$ cat config.mk
export PLATFORM = sky130hd
export DESIGN_NAME = div_unit_flat
export DESIGN_NICKNAME = d
export VERILOG_FILES = /design/src/rtl/div_unit_if.sv /design/src/rtl/div_unit.sv /design/src/flat_wrapper.sv
export SDC_FILE = /design/constraint.sdc
export NUM_CORES = 1
export LEC_CHECK = 0
export BUFFER_PORTS_ARGS = -buffer_cell sky130_fd_sc_hd__buf_2
export CORE_UTILIZATION = 55
export CTS_CLUSTER_DIAMETER = 40
export DETAILED_ROUTE_END_ITERATION = 10
export MAX_ROUTING_LAYER = met4
export PLACE_DENSITY = 0.83
export SLEW_MARGIN = 20
export SYNTH_ARGS = -nofsm -noshare
export SYNTH_HDL_FRONTEND = slang
export SYNTH_SLANG_ARGS = --single-unit
$ cat constraint.sdc
create_clock -name clk -period 4.3 [get_ports clk]
set_input_delay 0 -clock clk [delete_from_list [all_inputs] [get_ports clk]]
set_output_delay 0 -clock clk [all_outputs]
set_load 0.01 [all_outputs]
$ cat src/rtl/div_unit_if.sv
// Request/response bundle between the register-file read side and the divider.
// The master issues operands and start; the slave returns status and results.
interface div_unit_if;
    logic        start;
    logic        is_signed;
    logic [31:0] dividend;
    logic [31:0] divisor;
    logic        busy;
    logic        done;
    logic [31:0] quotient;
    logic [31:0] remainder;
    logic        div_by_zero;

    modport master (
        output start, is_signed, dividend, divisor,
        input  busy, done, quotient, remainder, div_by_zero
    );

    modport slave (
        input  start, is_signed, dividend, divisor,
        output busy, done, quotient, remainder, div_by_zero
    );
endinterface

$ cat src/rtl/div_unit.sv
// Radix-2 restoring 32-bit divider (DIV/DIVU), one quotient bit per clock,
// fixed 32-cycle iteration with registered quotient/remainder/div_by_zero.
module div_unit (
    input  logic       clk,
    input  logic       rst_n,
    div_unit_if.slave  bus
);

    typedef enum logic [1:0] {
        S_IDLE = 2'd0,
        S_RUN  = 2'd1,
        S_DONE = 2'd2
    } state_t;

    state_t      state_q, state_d;
    logic [32:0] prem_q, prem_d;
    logic [31:0] dvd_q, dvd_d;
    logic [31:0] dvs_q, dvs_d;
    logic [31:0] orig_q, orig_d;
    logic [5:0]  cnt_q, cnt_d;
    logic        qneg_q, qneg_d;
    logic        rneg_q, rneg_d;
    logic        dz_q, dz_d;
    logic [31:0] quot_q, quot_d;
    logic [31:0] rem_q, rem_d;
    logic        dzo_q, dzo_d;

    logic [31:0] abs_dvd_s, abs_dvs_s;
    logic [33:0] shift_s, trial_s;
    logic [31:0] qraw_s, rraw_s;

    // Operand magnitudes; raw patterns are kept for unsigned requests.
    always_comb begin
        if (bus.is_signed && bus.dividend[31]) begin
            abs_dvd_s = ~bus.dividend + 32'd1;
        end else begin
            abs_dvd_s = bus.dividend;
        end
        if (bus.is_signed && bus.divisor[31]) begin
            abs_dvs_s = ~bus.divisor + 32'd1;
        end else begin
            abs_dvs_s = bus.divisor;
        end
    end

    // One restoring step; the extra top bit makes the trial sign unambiguous
    // even for divisors >= 0x80000000.
    always_comb begin
        shift_s = {prem_q, dvd_q[31]};
        trial_s = shift_s - {2'b00, dvs_q};
    end

    // Next-state, datapath update and result write-back.
    always_comb begin
        state_d = state_q;
        prem_d  = prem_q;
        dvd_d   = dvd_q;
        dvs_d   = dvs_q;
        orig_d  = orig_q;
        cnt_d   = cnt_q;
        qneg_d  = qneg_q;
        rneg_d  = rneg_q;
        dz_d    = dz_q;
        quot_d  = quot_q;
        rem_d   = rem_q;
        dzo_d   = dzo_q;
        qraw_s  = 32'd0;
        rraw_s  = 32'd0;

        case (state_q)
            S_IDLE, S_DONE: begin
                if (bus.start) begin
                    dvd_d   = abs_dvd_s;
                    dvs_d   = abs_dvs_s;
                    orig_d  = bus.dividend;
                    qneg_d  = bus.is_signed & (bus.dividend[31] ^ bus.divisor[31]);
                    rneg_d  = bus.is_signed & bus.dividend[31];
                    dz_d    = (bus.divisor == 32'd0);
                    cnt_d   = 6'd0;
                    prem_d  = 33'd0;
                    state_d = S_RUN;
                end else if (state_q == S_DONE) begin
                    state_d = S_IDLE;
                end else begin
                    state_d = S_IDLE;
                end
            end
            S_RUN: begin
                if (trial_s[33]) begin
                    prem_d = shift_s[32:0];
                    dvd_d  = {dvd_q[30:0], 1'b0};
                end else begin
                    prem_d = trial_s[32:0];
                    dvd_d  = {dvd_q[30:0], 1'b1};
                end
                cnt_d  = cnt_q + 6'd1;
                qraw_s = dvd_d;
                rraw_s = prem_d[31:0];
                if (cnt_q == 6'd31) begin
                    state_d = S_DONE;
                    if (dz_q) begin
                        quot_d = 32'hFFFF_FFFF;
                        rem_d  = orig_q;
                        dzo_d  = 1'b1;
                    end else begin
                        quot_d = qneg_q ? (~qraw_s + 32'd1) : qraw_s;
                        rem_d  = rneg_q ? (~rraw_s + 32'd1) : rraw_s;
                        dzo_d  = 1'b0;
                    end
                end else begin
                    state_d = S_RUN;
                end
            end
            default: begin
                state_d = S_IDLE;
            end
        endcase
    end

    // State and datapath registers.
    always_ff @(posedge clk or negedge rst_n) begin
        if (!rst_n) begin
            state_q <= S_IDLE;
            prem_q  <= 33'd0;
            dvd_q   <= 32'd0;
            dvs_q   <= 32'd0;
            orig_q  <= 32'd0;
            cnt_q   <= 6'd0;
            qneg_q  <= 1'b0;
            rneg_q  <= 1'b0;
            dz_q    <= 1'b0;
            quot_q  <= 32'd0;
            rem_q   <= 32'd0;
            dzo_q   <= 1'b0;
        end else begin
            state_q <= state_d;
            prem_q  <= prem_d;
            dvd_q   <= dvd_d;
            dvs_q   <= dvs_d;
            orig_q  <= orig_d;
            cnt_q   <= cnt_d;
            qneg_q  <= qneg_d;
            rneg_q  <= rneg_d;
            dz_q    <= dz_d;
            quot_q  <= quot_d;
            rem_q   <= rem_d;
            dzo_q   <= dzo_d;
        end
    end

    assign bus.busy        = (state_q == S_RUN);
    assign bus.done        = (state_q == S_DONE);
    assign bus.quotient    = quot_q;
    assign bus.remainder   = rem_q;
    assign bus.div_by_zero = dzo_q;

endmodule

$ cat src/flat_wrapper.sv
// flat-port wrapper written by rule: the top's interface ports become plain ports
module div_unit_flat 
  (clk, rst_n, bus_start, bus_is_signed, bus_dividend, bus_divisor, bus_busy, bus_done, bus_quotient, bus_remainder, bus_div_by_zero);
  div_unit_if bus_i ();
  input  logic clk;
  input  logic rst_n;
  input wire logic [$bits(bus_i.start)-1:0] bus_start;
  input wire logic [$bits(bus_i.is_signed)-1:0] bus_is_signed;
  input wire logic [$bits(bus_i.dividend)-1:0] bus_dividend;
  input wire logic [$bits(bus_i.divisor)-1:0] bus_divisor;
  output wire logic [$bits(bus_i.busy)-1:0] bus_busy;
  output wire logic [$bits(bus_i.done)-1:0] bus_done;
  output wire logic [$bits(bus_i.quotient)-1:0] bus_quotient;
  output wire logic [$bits(bus_i.remainder)-1:0] bus_remainder;
  output wire logic [$bits(bus_i.div_by_zero)-1:0] bus_div_by_zero;
  assign bus_i.start = bus_start;
  assign bus_i.is_signed = bus_is_signed;
  assign bus_i.dividend = bus_dividend;
  assign bus_i.divisor = bus_divisor;
  assign bus_busy = bus_i.busy;
  assign bus_done = bus_i.done;
  assign bus_quotient = bus_i.quotient;
  assign bus_remainder = bus_i.remainder;
  assign bus_div_by_zero = bus_i.div_by_zero;
  div_unit u_core (.clk(clk), .rst_n(rst_n), .bus(bus_i));
endmodule
==> results of run 1 <==
-- metal layers --
metal / global-route usage, % / wire length [um] / vias to the layer above / share of wire (%)
li1: - / - / 6092 / -
met4: 11.9 / 1320 / 0 / 3.3
met3: 4.19 / 2350 / 101 / 5.9
met1: 41.7 / 16700 / 6299 / 42
met5: - / 0 / - / 0
met2: 53.7 / 19100 / 492 / 48
-- tightest hold or removal path, cell delays in order --
cell and delay, ns:
sky130_fd_sc_hd__buf_2 0.13, sky130_fd_sc_hd__nor2b_2 0.31, sky130_fd_sc_hd__nand2_1 0.12, sky130_fd_sc_hd__nand2_1 0.04
-- repair_timing --
| item | CTS | global route |
|---|---|---|
| setup buffers | 0 | 3 |
| gates cloned | 0 | 0 |
| pin swaps | 0 | 4 |
| resized for setup | 1 | 32 |
| hold endpoints to repair | 208 | 0 |
| endpoints found under the setup margin | 4 | 23 |
| hold buffers | 77 | 0 |
-- synthesized netlist by cell type, types with 4 or more instances --
cell type,n,share of area (%)
sky130_fd_sc_hd__nand3b_1,4,0.23
sky130_fd_sc_hd__a22oi_1,30,1.7
sky130_fd_sc_hd__inv_1,51,1.4
sky130_fd_sc_hd__and2_1,12,0.56
sky130_fd_sc_hd__nor3_1,27,1.0
sky130_fd_sc_hd__a31oi_1,19,0.89
sky130_fd_sc_hd__o211ai_1,7,0.39
sky130_fd_sc_hd__buf_1,9,0.25
sky130_fd_sc_hd__o31ai_1,25,1.4
sky130_fd_sc_hd__dfrtp_1,205,38
sky130_fd_sc_hd__o21ai_1,5,0.19
sky130_fd_sc_hd__clkbuf_1,67,1.9
sky130_fd_sc_hd__nor2b_1,10,0.47
sky130_fd_sc_hd__xor2_1,71,4.7
sky130_fd_sc_hd__a211oi_1,11,0.62
sky130_fd_sc_hd__a21o_1,9,0.51
sky130_fd_sc_hd__a21oi_1,118,4.4
sky130_fd_sc_hd__mux2_2,4,0.34
sky130_fd_sc_hd__or2_2,6,0.28
sky130_fd_sc_hd__nand3_1,31,1.2
sky130_fd_sc_hd__nand4_1,13,0.61
sky130_fd_sc_hd__o41ai_1,12,0.79
sky130_fd_sc_hd__or4_1,8,0.45
sky130_fd_sc_hd__mux2i_1,30,2.3
sky130_fd_sc_hd__xnor2_1,56,3.7
sky130_fd_sc_hd__and4_1,5,0.33
sky130_fd_sc_hd__o21a_1,10,0.56
sky130_fd_sc_hd__or3_1,12,0.56
sky130_fd_sc_hd__buf_4,4,0.23
sky130_fd_sc_hd__o21ai_0,173,6.5
sky130_fd_sc_hd__buf_2,10,0.38
sky130_fd_sc_hd__nor2_1,119,3.3
sky130_fd_sc_hd__and3_1,10,0.47
sky130_fd_sc_hd__a41oi_1,5,0.33
sky130_fd_sc_hd__nand2_1,266,7.5
sky130_fd_sc_hd__nand2b_1,8,0.38
sky130_fd_sc_hd__a22o_1,11,0.72
sky130_fd_sc_hd__ha_1,37,3.5
sky130_fd_sc_hd__nor4_1,13,0.61
sky130_fd_sc_hd__o2111ai_1,4,0.26
-- power by group through the flow --
stage	logic (W)	clock network, W	registers, W
2_1_floorplan	0.00550	0	0.00348
3_3_place_gp	0.00772	0	0.00352
3_5_place_dp	0.00788	0	0.00355
4_1_cts	0.00801	0.00257	0.00354
5_1_grt	0.00918	0.00265	0.00367
6_report	0.00834	0.00256	0.00359
-- sequential cells by signal, indices dropped and copies added, names as in the netlist --
name	flops
u_core.dvd_q	32
u_core.bus.div_by_zero	1
u_core.prem_q	33
u_core.rneg_q	1
u_core.state_q	2
u_core.orig_q	32
u_core.qneg_q	1
u_core.bus.quotient	32
u_core.cnt_q	6
u_core.dvs_q	32
u_core.bus.remainder	32
u_core.dz_q	1
-- worst max path at each step --
| stage | slack [ns] | from | to |
|---|---|---|---|
| after floorplan | 0.08 | u_core.prem_q[3] | u_core.bus.remainder[14] |
| after global placement | 0.12 | u_core.prem_q[7] | u_core.bus.remainder[22] |
| after detailed placement | 0.01 | u_core.prem_q[7] | u_core.bus.remainder[22] |
| after CTS | 0.03 | u_core.prem_q[7] | u_core.bus.remainder[14] |
| after global routing | -0.07 | u_core.prem_q[8] | u_core.bus.remainder[14] |
| final | 0.14 | u_core.dvs_q[6] | u_core.bus.remainder[14] |
-- area by class of cell --
class	instances	share of cell area, %
multi-input cells	1249	47.4
flip-flops and latches	205	31.3
repair buffers	263	11.3
inverters	54	1.24
well taps	319	2.43
clock buffers	37	5.11
clock inverters	18	1.30
-- per-stage QoR --
step / hold slack, ns / std cells
5_1_grt: 0.109 / 2145
3_3_place_gp: 0.175 / 2010
2_1_floorplan: -0.296 / 1600
6_report: 0.102 / 2145
4_1_cts: 0.0820 / 2142
3_5_place_dp: 0.188 / 2010
-- cell families (layout without fill, tap and decap cells) --
kind of cell	after synthesis	in the layout
and+or+nand+nor	567	567
AOI/OAI and AO/OA	483	483
DFF	205	205
buffers and inverters	146	372
xor gates and xnor gates	127	127
adders and majority gates	38	38
muxes	34	34
==> results by stage, run 1 <==
Global route:
- The pin count of the biggest net entering global routing is 113.
- The initial antenna violation count is 0.
- Global routing used 32.8% of the available tracks.
- The via count of the first global-routing pass came to 12600.
- The first global-routing pass estimated 63100 um of wire.
- The total overflow left after global routing is 0.

Synth:
- The primary flip-flop cell chosen by synthesis mapping is sky130_fd_sc_hd__dfrtp_1.
- The multiplexer share of the synthesized area is under 10%.
- For this run, the number of Yosys warnings is 0.
- The average instance in the mapped netlist occupies 8.34 sq um.
- After synthesis, the netlist uses 93 different library cells.
- Summing the areas of all compound-gate instances in the mapped netlist gives 22.9% of the synthesized area.
- The post-synthesis cell count is between 1500 and 2000.
- The number of nets handed over by synthesis was 1706.
- The synthesized netlist devotes 8.34% of its cell area to XOR and XNOR gates.
- The post-synthesis simple-gate area fraction is 19.7%.
- The number of enable flip-flop cells after synthesis is 0.
- By area, the combinational part of the netlist is dominated by compound AO/OA/AOI/OAI gates.
- The share of flip-flops with an asynchronous set or reset after synthesis is 100%.
- The synthesized netlist devotes roughly 3.6% of its cell area to adder and majority cells.
- The synthesized design contains a little over 200 register bits.
- In this run the cell area of the synthesized design comes to 13300 sq um.
- The sequential element share of the synthesized area is 38.5%.

Clock network:
- The TritonCTS clock tree is done.
- CTS saw 205 sinks.
- The number of buffers added by the clock tree synthesis step is 31.
- The root buffer cell chosen for the clock tree is sky130_fd_sc_hd__clkbuf_16.
- CTS built an H-tree with a depth of 1.
- The clock-pin slew reported for the worst setup and hold paths after clock tree synthesis is 0.06 ns.
- The number of buffers between clock root and the deepest sink is 3.
- The clock reaches the later pin of the worst-skew pair after 0.55 ns.

Setup path:
- The critical path runs through a total of 19 cells.
- The critical path contains buffers and inverters numbering 4 combined.
- The critical path goes through inv_1 > ha_1 > buf_4 > and4_1 > o211ai_4 > a311oi_4 > o21a_1 > nor2_2 > inv_2 > mux2i_2 > ha_2 > nand3_1 > a21oi_2 > a41oi_2 > buf_4 > or3b_1 > and3_1 > o21ai_1 > a21oi_1.
- The critical path arrival is 4.59 ns.
- The terminus of the critical flop-to-flop path is u_core.bus.remainder[14].
- At the worst endpoint, the required time is 4.73 ns.
- The worst setup path is captured at a flop.
- Setup slack on the worst reg-to-reg path comes out at 0.14 ns.
- Among all stages on the critical path, the largest delay is contributed by sky130_fd_sc_hd__a311oi_4.
- The sort of element at the start of the critical path is a flop.
- Among cell families on the critical path, the largest total delay comes from compound AO/OA/AOI/OAI gates.
- The kind of critical path is flop to flop.
- The worst register-to-register path begins at u_core.dvs_q[6].
- The largest stage delay on the critical path is 0.42 ns.
- The number of cells on the worst reg-to-reg path is 19.
- The most frequent cell on the critical path is sky130_fd_sc_hd__buf_4.
- The critical-path maximum fanout is 7.

Cells and area:
- The commonest non-fill, non-tap cell in the layout is sky130_fd_sc_hd__nand2_1.
- The post-synthesis to final-layout area growth is 23.1%.
- The finished cells cover 16400 sq um.
- The number of nets in the layout is 1910.
- The sequential cell area is 5130 sq um.
- The layout has roughly 1900 filler cells.
- Of the cells placed in the final design, the portion with a size suffix greater than 1 is 16.9%.
- The utilization of the core after routing is 69.5%.
- The multi-input gate area in the final layout is 7780 sq um.
- 0 antenna diodes ended up in the layout.
- The library cells used most frequently in the layout, excluding fill and tap cells, are sky130_fd_sc_hd__nand2_1 (266), sky130_fd_sc_hd__dfrtp_1 (202), sky130_fd_sc_hd__o21ai_0 (169).

Min path:
- The worst-case hold path end point is u_core.orig_q[17].
- The min-delay analysis places its worst path in the category primary input to flop.
- The startpoint identified for the worst hold timing path is bus_start.
- The hold path depth is 4.

Power:
- The maximum vdd ir drop is 0.000502 V.
- The internal cell power is a little under 0.008 W.
- The share of total power dissipated in the clock network is 17.6%.
- The net switching component of the power is 0.00662 W.
- Total power for the finished layout comes to approximately 0.014 W.
- Combinational logic is responsible for 57.6% of the overall power.
- The analysis attributes to cell leakage a power of 7.18 nW.
- Sequential cells burn between 20% and 30% of the power.
- Power spread over the standard cell area amounts to 882 nW/um^2.
- In this run switching power makes up 45.7% of total power.

Timing:
- The number of endpoints failing setup at the final stage is 0.
- The worst path meets setup with between 0.1 and 0.15 ns of slack.
- The count of final hold-check violations is 0.
- The clock skew is 0.0254 ns.
- Based on the critical path, the design can be clocked at up to 0.240 GHz.
- Headroom to the max-slew limit came out at 31.9%.
- The worst path uses 96.8% of the clock period.
- The worst path in the final design needs a cycle of between 4 and 5 ns, including I/O delays and setup.
- For the final routed database, the setup TNS stands at 0 ns.
- The pin slew with the least headroom to its limit is 1.02 ns.
- The final-report max-slew violation count was 0.

Place:
- The count of buffers added on input and output ports is roughly 130.
- Summed over all nets, the half-perimeter wirelength after detailed placement is 27000 um.
- Timing analysis after detailed placement gives a worst setup slack of 0.0102 ns.
- The final estimated routing congestion in global placement is 0.950.
- The cell area after placement is 14400 sq um.

Routing:
- The first routing iteration left 1164 violations.
- The total vias in the final route is 13000.
- The number of nets still failing antenna checks after routing is 0.
- The first-pass iteration count of the detailed router is 5.
- The routed design has 39500 um of wire.
- After detailed routing, the average wire length per cell comes to ~18 um.
- After detailed routing, the number of remaining DRC violations is 0.
- The ratio of routed vias to standard cells is 6.05.

Run status:
- The flow ran to the end, and the final reports show no timing, DRC or antenna violations.

Floorplan:
- In this run the horizontal extent of the chip is 158 um.
- The floorplan step defined a die boundary enclosing 24900 sq um.
- The I/O pin total is 135.
- Measured along the y axis, the die boundary spans 158 um.
- In this run the standard cell core region covers 23600 sq um.
- The placement row count is 56.
- Once the floorplan was initialized, standard cells occupied 56.5% of the core.

Job:
- The number of maximum-capacitance violations is 0.
Power figures use the tool's default switching activity.
==> run 2, diff against run 1 <==
Settings changed: CORE_UTILIZATION 55 to 60, PLACE_DENSITY 0.83 to 0.86, SLEW_MARGIN 20 to 40.
Clock period 4.3 ns to 4.1 ns, I/O delays scaled along.
==> run 2 against run 1 <==
Die area decreased by 8.2%. Cell area up 3.5%. Highest routed layer unchanged. First-iteration DRC count increased by 22%. Sequential cell count did not move.
==> results by stage, run 2 (synthesis gave the netlist of run 1 again) <==
Job:
- The number of maximum-capacitance violations is 0 (unchanged).

Floorplan:
- The chip width is 151 um (-4.2%).
- The overall die height is 151 um (-4.2%).
- The placement row count is 54 (-3.6%).
- The starting utilization of the core area was 61.1% (+4.6 points).
- The I/O pin total is 135 (unchanged).
- The area of the placeable core is 21800 sq um (-7.6%).
- The die footprint is 22800 sq um (-8.2%).

Setup path:
- The most frequent cell on the critical path is sky130_fd_sc_hd__nand2_1.
- The terminus of the critical flop-to-flop path is u_core.bus.remainder[18].
- The depth of the worst register-to-register path came to 19 (unchanged).
- The data required time of the worst path is 4.57 ns (-0.16 ns).
- The slack of the worst reg-to-reg path came to 0.09 ns (-0.05 ns).
- The critical path arrival was 4.48 ns (-0.11 ns).
- The worst setup path is of the flop to flop kind.
- STA classifies the critical path endpoint as a flop.
- The worst register-to-register path begins at u_core.dvs_q[24].
- The slowest stage cell on the critical path is sky130_fd_sc_hd__dfrtp_1.
- The sort of element at the start of the critical path is a flop.
- The signal on the critical path passes through inv_1 > ha_1 > nand2_1 > nor2_2 > nand2_1 > a311oi_4 > o21a_1 > nor2_2 > inv_2 > mux2i_4 > ha_2 > nand3_1 > a21oi_2 > a41oi_4 > buf_6 > o41ai_2 > xnor2_1 > nand2_1 > a21oi_2.
- The largest stage delay on the critical path is 0.40 ns (-0.02 ns).
- The critical-path maximum fanout is 6 (-1).

Global route:
- The pin count of the biggest net entering global routing is 120 (+6.2%).
- The first-pass GRT wire length was 66500 um (+5.5%).
- The overall fraction of global-route tracks in use is 38.0% (+5.2 points).
- The overall overflow remaining after global route is 0 (unchanged).
- The initial antenna violation count is 0 (unchanged).
- The via count of the first global-routing pass is 13100 (+4.2%).

Cells and area:
- The fraction of layout cells with a size suffix above 1 is 19.7% (+2.8 points).
- The library cells used most frequently in the layout, excluding fill and tap cells, are sky130_fd_sc_hd__nand2_1 (266), sky130_fd_sc_hd__dfrtp_1 (203), sky130_fd_sc_hd__o21ai_0 (169).
- The flip-flop count of the largest register, all copies and words added is 33 (unchanged).
- The number of nets in the layout is 1969 (+3.1%).
- The top register by number of flip-flops is u_core.prem_q.
- The utilization of the core after routing is 77.9% (+8.3 points).
- The summed area of non-filler cells in the final layout is 17000 sq um (+3.5%).
- The count of antenna diodes in the layout is 0 (unchanged).
- The commonest non-fill, non-tap cell in the layout is sky130_fd_sc_hd__nand2_1.
- The area growth from synthesis to layout is 27.4%.

Place:
- The cell area after placement was 14800 sq um (+2.3%).
- The number of port buffers is 134 (unchanged).
- The worst-case setup slack after placement is 0.0414 ns (+0.0311 ns).
- The post-DP HPWL is 28000 um (+3.7%).
- The final estimated routing congestion in global placement came to 0.942 (-0.76%).

Clock network:
- The number of levels the H-tree was split into is 1 (unchanged).
- CTS placed an instance of sky130_fd_sc_hd__clkbuf_16 at the clock tree root.
- The clock-pin slew reported for the worst setup and hold paths after clock tree synthesis was 0.06 ns (about the same).
- The insertion delay to the later sink of the worst-skew pair is 0.56 ns (about the same).
- The CTS sink count is 205 (unchanged).
- The number of buffers between clock root and the deepest sink came to 3 (unchanged).
- TritonCTS built the clock tree.
- The number of buffers added by the clock tree synthesis step came to 30 (-3.2%).

Power:
- The maximum vdd ir drop is 0.000558 V (+11%).
- The share of power burned in the clock network was 16.7% (-0.9 points).
- The sequential share of power came to 23.4% (-1.4 points).
- The static leakage power was 7.51 nW (+4.6%).
- The internal cell power was 0.00869 W (+10%).
- The part of the total power dissipated in combinational logic is 59.9% (+2.3 points).
- The net switching share of the total power is 46.2% (+0.51 points).
- The total design power is 0.0161 W (+11%).
- The power per cell area came to 950 nW/um^2 (+7.7%).
- The net switching component of the power is 0.00746 W (+13%).

Timing:
- The minimum clock period is 4.01 ns (-0.150 ns).
- The maximum clock frequency was 0.249 GHz (+3.7%).
- The worst setup slack after layout is 0.0871 ns (-0.0501 ns).
- The worst relative slew slack came to 46.2% (+14 points).
- Setup repair after global routing could not meet its margin everywhere.
- The number of endpoints failing setup at the final stage is 0 (unchanged).
- The pin slew with the least headroom to its limit is 0.799 ns (-0.217 ns).
- The setup TNS was 0 ns (unchanged).
- The count of final hold-check violations is 0 (unchanged).
- The share of the cycle needed by the critical path after routing came to 97.9% (+1.1 points).
- The final-report max-slew violation count was 0 (unchanged).
- The clock skew came to 0.0254 ns (-0.0000324 ns).

Routing:
- The number of DRC violations after detailed-routing iteration 0 is 1415 (+22%).
- The wire length per cell after detailed routing is 19.7 um (+6.8%).
- The number of nets still failing antenna checks after routing is 0 (unchanged).
- The first-pass iteration count of the detailed router is 8 (+3).
- The number of DRC violations after detailed routing is 0 (unchanged).
- The total vias in the final route was 13700 (+5.6%).
- The total wire length after detailed routing is 42600 um (+7.9%).
- The ratio of routed vias to standard cells was 6.33 (+4.6%).

Min path:
- The classification of the worst-slack hold path is primary input to asynchronous set/reset pin.

Run status:
- The flow ran to the end, and the final reports show no timing, DRC or antenna violations.
==> run 2: cell count changes in the layout (fill, tap and decap cells not counted), sizes merged <==
cell	delta
bufinv	-1
dlygate4sd3	+5
buf	+55
clkinvlp	-2
clkinv	-4
inv	+8
==> run 2: worst max path at each step <==
stage	start	to	slack [ns]	cells past startpoint
after detailed placement	u_core.dvs_q[14]	u_core.bus.remainder[18]	0.04	19
after global placement	u_core.dvs_q[14]	u_core.bus.remainder[22]	0.16	16
after CTS	u_core.prem_q[19]	u_core.bus.remainder[18]	0.009	18
final	u_core.dvs_q[24]	u_core.bus.remainder[18]	0.09	19
after global routing	u_core.dvs_q[15]	u_core.bus.remainder[18]	-0.11	20
after floorplan	u_core.prem_q[3]	u_core.bus.remainder[14]	-0.02	20
==> run 2: final cells by class <==
class / count / area (sq um)
well taps: 280 / 350
flip-flops and latches: 205 / 5130
clock inverters: 19 / 238
repair buffers: 323 / 2350
multi-input cells: 1249 / 7900
inverters: 54 / 203
fillers: 1444 / 4830
clock buffers: 37 / 818
==> run 2: worst max-delay path: cells and delay by family (launching register included) <==
family / cells / cell delay (ns)
multiplexers: 1 / 0.27
buffers and inverters: 3 / 0.43
XOR/XNOR: 1 / 0.16
AND/OR/NAND/NOR: 6 / 0.74
flip-flops: 1 / 0.40
adder cells (fa/ha/maj): 2 / 0.53
AO/OA/AOI/OAI: 6 / 1.37
==> run 2: power by group through the flow <==
| stage | Combinational (W) | Sequential, W | Clock (W) |
|---|---|---|---|
| floorplan | 0.00578 | 0.00365 | 0 |
| global placement | 0.00857 | 0.00368 | 0 |
| detailed placement | 0.00875 | 0.00371 | 0 |
| CTS | 0.00893 | 0.00369 | 0.00270 |
| global route | 0.0105 | 0.00385 | 0.00278 |
| finish | 0.00968 | 0.00377 | 0.00270 |
==> run 2: routing by layer <==
metal	GRT usage [%]	routed length [um]
met1	49.3	17000
met2	61.2	20700
met3	4.07	3320
met4	14.8	1640
met5	-	0
==> run 2: what timing repair did <==
action                                  CTS  global route
pin swaps                                 0            10
hold buffers                             82             0
endpoints found under the hold margin   214             0
endpoints found under the setup margin    4            32
setup buffers                             0             8
resized for setup                         2            49
==> run 2: stage by stage <==
stage / cells / hold slack [ns]
after detailed placement: 2020 / 0.0317
final: 2167 / 0.0143
after CTS: 2158 / 0.0463
after floorplan: 1600 / -0.296
after global routing: 2167 / 0.0543
after global placement: 2020 / 0.192
